### src/rtl/rr_arb_pkg.sv
// Shared types and helpers for the 4-requester round-robin arbiter.
// rr_pick is the reference pick used to cross-check the rr_pick4 network.
package rr_arb_pkg;

    localparam int N_REQ = 4;
    localparam int IDX_W = $clog2(N_REQ);

    typedef enum logic {
        IDLE  = 1'b0,
        GRANT = 1'b1
    } state_t;

    typedef struct packed {
        logic             found;
        logic [IDX_W-1:0] idx;
    } pick_t;

    // Walk from the lowest-priority offset down so the offset nearest ptr wins.
    function automatic pick_t rr_pick(input logic [N_REQ-1:0] req,
                                      input logic [IDX_W-1:0] ptr);
        pick_t            p;
        logic [IDX_W-1:0] k;
        p = '0;
        for (int i = N_REQ - 1; i >= 0; i--) begin
            k = ptr + IDX_W'(i);
            if (req[k]) begin
                p.found = 1'b1;
                p.idx   = k;
            end
        end
        return p;
    endfunction

endpackage

### src/rtl/rr_pick4.sv
// Combinational round-robin pick: rotate requests by ptr, find the first
// set bit, then rotate the found position back into an absolute index.
module rr_pick4
    import rr_arb_pkg::*;
(
    input  logic [N_REQ-1:0] req,
    input  logic [IDX_W-1:0] ptr,
    output logic             found,
    output logic [IDX_W-1:0] idx
);

    logic [2*N_REQ-1:0] doubled;
    logic [N_REQ-1:0]   rotated;
    logic [IDX_W-1:0]   pos;

    always_comb begin
        doubled = {req, req};
        rotated = doubled[ptr +: N_REQ];
        pos     = '0;
        for (int i = N_REQ - 1; i >= 0; i--) begin
            if (rotated[i]) begin
                pos = IDX_W'(i);
            end
        end
        found = |rotated;
        idx   = pos + ptr;
    end

endmodule

### src/rtl/rr_req_arbiter4.sv
// Round-robin arbiter feeding encoder_4to2: registered one-hot grant with a
// hold timeout and a mandatory idle bubble after every release.
module rr_req_arbiter4
    import rr_arb_pkg::*;
#(
    parameter int N        = 4,
    parameter int MAX_HOLD = 8
) (
    input  logic         clk,
    input  logic         rst,
    input  logic [N-1:0] req,
    input  logic         done,
    output logic [N-1:0] grant,
    output logic         en
);

    // A zero-width counter is illegal, so keep one bit when the timeout is off.
    localparam int CNT_W = (MAX_HOLD > 0) ? $clog2(MAX_HOLD + 1) : 1;

    state_t           state_q, state_d;
    logic [N-1:0]     grant_q, grant_d;
    logic             en_q, en_d;
    logic [IDX_W-1:0] ptr_q, ptr_d;
    logic [IDX_W-1:0] idx_q, idx_d;
    logic [CNT_W-1:0] hold_q, hold_d;

    logic             pick_found;
    logic [IDX_W-1:0] pick_idx;
    logic             timeout;
    logic             release_now;

    rr_pick4 u_pick (
        .req   (req),
        .ptr   (ptr_q),
        .found (pick_found),
        .idx   (pick_idx)
    );

    always_comb begin
        state_d     = state_q;
        grant_d     = grant_q;
        ptr_d       = ptr_q;
        idx_d       = idx_q;
        hold_d      = hold_q;
        timeout     = (MAX_HOLD != 0) && (hold_q == CNT_W'(MAX_HOLD));
        release_now = done || !req[idx_q] || timeout;

        case (state_q)
            IDLE: begin
                grant_d = '0;
                if (pick_found) begin
                    grant_d = N'(1) << pick_idx;
                    idx_d   = pick_idx;
                    hold_d  = CNT_W'(1);
                    state_d = GRANT;
                end
            end
            GRANT: begin
                if (release_now) begin
                    grant_d = '0;
                    ptr_d   = idx_q + IDX_W'(1);
                    hold_d  = '0;
                    state_d = IDLE;
                end else if (hold_q != '1) begin
                    hold_d = hold_q + CNT_W'(1);
                end
            end
            default: begin
                grant_d = '0;
                state_d = IDLE;
            end
        endcase

        en_d = |grant_d;
    end

    always_ff @(posedge clk or posedge rst) begin
        if (rst) begin
            state_q <= IDLE;
            grant_q <= '0;
            en_q    <= 1'b0;
            ptr_q   <= '0;
            idx_q   <= '0;
            hold_q  <= '0;
        end else begin
            state_q <= state_d;
            grant_q <= grant_d;
            en_q    <= en_d;
            ptr_q   <= ptr_d;
            idx_q   <= idx_d;
            hold_q  <= hold_d;
        end
    end

    assign grant = grant_q;
    assign en    = en_q;

    pick_t ref_pick;
    assign ref_pick = rr_pick(req, ptr_q);

    a_onehot: assert property (@(posedge clk) disable iff (rst) $onehot0(grant_q));
    a_en_matches: assert property (@(posedge clk) disable iff (rst) en_q == (|grant_q));
    a_no_switch: assert property (@(posedge clk) disable iff (rst)
        (grant_q != '0) |=> (grant_q == '0 || $stable(grant_q)));
    a_pick_ref: assert property (@(posedge clk) disable iff (rst)
        (pick_found == ref_pick.found) && (!pick_found || pick_idx == ref_pick.idx));

endmodule
### config.mk
export PLATFORM = sky130hd
export DESIGN_NAME = rr_req_arbiter4
export DESIGN_NICKNAME = d
export VERILOG_FILES = /design/src/rtl/rr_arb_pkg.sv /design/src/rtl/rr_pick4.sv /design/src/rtl/rr_req_arbiter4.sv
export SDC_FILE = /design/constraint.sdc
export NUM_CORES = 1
export LEC_CHECK = 0
export BUFFER_PORTS_ARGS = -buffer_cell sky130_fd_sc_hd__clkbuf_2
export CORE_MARGIN = 4
export CORE_UTILIZATION = 35
export DETAILED_ROUTE_END_ITERATION = 7
export PLACE_DENSITY_LB_ADDON = 0.08
export SYNTH_ARGS = -nofsm -noshare
export SYNTH_HDL_FRONTEND = slang
export SYNTH_SLANG_ARGS = --single-unit
### constraint.sdc
create_clock -name clk -period 2.83 [get_ports clk]
set_input_delay 0.566 -clock clk [delete_from_list [all_inputs] [get_ports clk]]
set_output_delay 0.566 -clock clk [all_outputs]
set_load 0.01 [all_outputs]
==> metrics.yaml <==
yosys:
  ys_types: 35
  netlist_instances: 99
  ys.flop_type: "dfrtp_1"
  synth_edf_count: 0
  ys_ff_latch: 14
  yosysSeqAreaShare_pct: 39.60
  synth_area_per_cell_um2: 8.935
  synthesis.area_um2: 884.6
  syn_nets: 109
  synth_warnings: 0
  async_flop_share_pct: 100.0
detailed_routing:
  drc: 0
  vias: 731
  wl_per_cell_um: 12.62
  drtIter0Drc: 16
  routed_wl_um: 1741
  drt_first_pass_iters: 4
  via_per_inst: 5.297
  final_antenna_net_count: 0
global_route:
  grt_max_degree: 15
  grt_pass1_wl_um: 3077
  track_usage_pct: 11.89
  antenna_found_initial: 0
  grt_pass1_vias: 700
  gr-total-overflow: 0
setup_path:
  path_max_fanout: 12
  critPathLaunch: "ptr_q[0]"
  cp-start-kind: "flip-flop"
  r2r_start: "ptr_q[0]"
  crit_path_end: "en"
  reg2reg_setup_slack_ps: 540
  cp.required_ps: 3000
  reg2reg_depth: 9
  arrival_ps: 2450
  critPathKind: "reg -> reg"
  end_kind: "flip-flop"
  worst_r2r_endpoint: "en"
clock_tree:
  cts_tree: "yes"
  cts_buffers: 3
  cts_root_buf: "clkbuf_4"
  clkLatencyLatePin_ps: 280
  cts_sinks: 14
  cts_resized: 0
  clk_pin_slew_ps: 90
  post-cts-setup-buffers: 0
  clockBufferDepth: 2
  htree_levels: 1
  hold_buffers: 0
die:
  core_region_area_um2: 2297
  die_h_um: 58.28
  num_rows: 17
  initial_core_util_pct: 38.51
  die_w_um: 58.28
  die_area_um2: 3396
  ios: 12
sta:
  rsz0062_at_grt: "no"
  slew_headroom_pct: 64.92
  holdWs_ps: 288.4
  finalCritPeriodShare_pct: 80.74
  finClkSkew_ps: 2.759
  setup_violations: 0
  fin_ws_ps: 545.0
  slew_violations: 0
  period_needed_ps: 2285
  hold_viol_final: 0
  worst_pin_slew_ps: 525.7
  tns_ps: 0
  fmax_mhz: 437.6
finish:
  drive_above_1_share_pct: 20.91
  layout.nets: 121
  final_common_cell: "nand2_1"
  layout_common_cells: "nand2_1, dfrtp_1, clkbuf_2, o21ai_0"
  diodes: 0
  area_growth_pct: 12.31
  fin_cells: 138
  multi_input_area_um2: 486.7
  regArea_um2: 350.3
  fill_cells: 244
  fin_area_um2: 993.5
pwr:
  ir_worst_vdd_mv: 0.4606
  p_per_area_nw_per_um2: 988.1
  leakage_nw: 0.4689
placement:
  place_area_um2: 957.2
  portBuffers: 11
  place.gp.congestion: 0.7779
  dp_hpwl_um: 1386
  dp.cells: 134
  pre_cts_ws_ps: 288.6
hold_path:
  hold_class: "in -> async"
run:
  maxCapViolCount: 0
status:
  status: "complete, no violations"
Yosys cell counts (2+ instances only):
| library cell | n | area share [%] |
|---|---|---|
| dfrtp_1 | 14 | 40 |
| xnor2_1 | 2 | 2.0 |
| nand2_1 | 16 | 6.8 |
| nand2b_1 | 2 | 1.4 |
| inv_1 | 6 | 2.5 |
| nand3_1 | 3 | 1.7 |
| o21ai_0 | 10 | 5.7 |
| ha_1 | 3 | 4.2 |
| and3_1 | 2 | 1.4 |
| mux2i_1 | 3 | 3.4 |
| nor2b_1 | 2 | 1.4 |
| nor2_1 | 6 | 2.5 |
| buf_2 | 5 | 2.8 |
| a21oi_1 | 4 | 2.3 |
metal layers:
layer | up-vias | GRT usage, % | wire length (um)
li1 | 373 | - | -
met1 | 348 | 15.60 | 821
met2 | 8 | 18.18 | 843
met3 | 2 | 4.677 | 61
met4 | 0 | 2.980 | 14
met5 | - | 0 | 0
layout make-up:
cell class / count / share of cell area (%)
inverters: 6 / 2.267
repair buffers: 12 / 6.297
flip-flops and latches: 14 / 35.26
multi-input cells: 74 / 48.99
well taps: 28 / 3.526
clock buffers: 4 / 3.652
sequential cells by signal, summed over array words and instances, names as in the netlist:
signal / count
hold_q: 4
idx_q: 2
state_q: 1
ptr_q: 2
en: 1
grant: 4
through the flow:
| step | util [%] | total power (W) |
|---|---|---|
| after detailed placement | 41.67 | 0.0008493 |
| final | 43.25 | 0.0009817 |
| after floorplan | - | 0.0007480 |
| after CTS | 43.25 | 0.0009966 |
| after global placement | 41.67 | 0.0008455 |
| after global routing | 43.25 | 0.001091 |
report_power, final:
group	internal [W]	total [W]	switching, W
Clock	0.0000783	0.000144	0.0000653
Combinational	0.000220	0.000467	0.000247
Sequential	0.000275	0.000371	0.0000966
worst max-delay path: stages, from the launching register on:
cell	delay [ps]
dfrtp_1	500
or2b_1	270
o22ai_1	120
o21ai_0	90
o221ai_1	90
ha_1	190
xor2_1	230
xnor2_2	150
and3_4	200
a2111o_1	330
cell families after synthesis:
kind of cell | count (synthesis) | share of synthesized area, %
buffers and inverters | 11 | 5.374
xor gates and xnor gates | 4 | 4.810
muxes | 3 | 3.395
AOI/OAI and AO/OA | 29 | 23.48
and+or+nand+nor | 35 | 19.09
adders and majority gates | 3 | 4.244
DFF | 14 | 39.60
worst min path at each step:
| stage | cells past startpoint | endpoint | slack, ps | from |
|---|---|---|---|---|
| floorplan | 1 | en | 460 | rst |
| finish | 2 | idx_q[1] | 290 | rst |
| CTS | 2 | hold_q[1] | 310 | rst |
| global route | 2 | idx_q[1] | 320 | rst |
| detailed placement | 1 | grant[3] | 500 | grant[3] |
| global placement | 2 | grant[1] | 510 | grant[1] |
No activity file was read; power rests on OpenSTA's default activity.
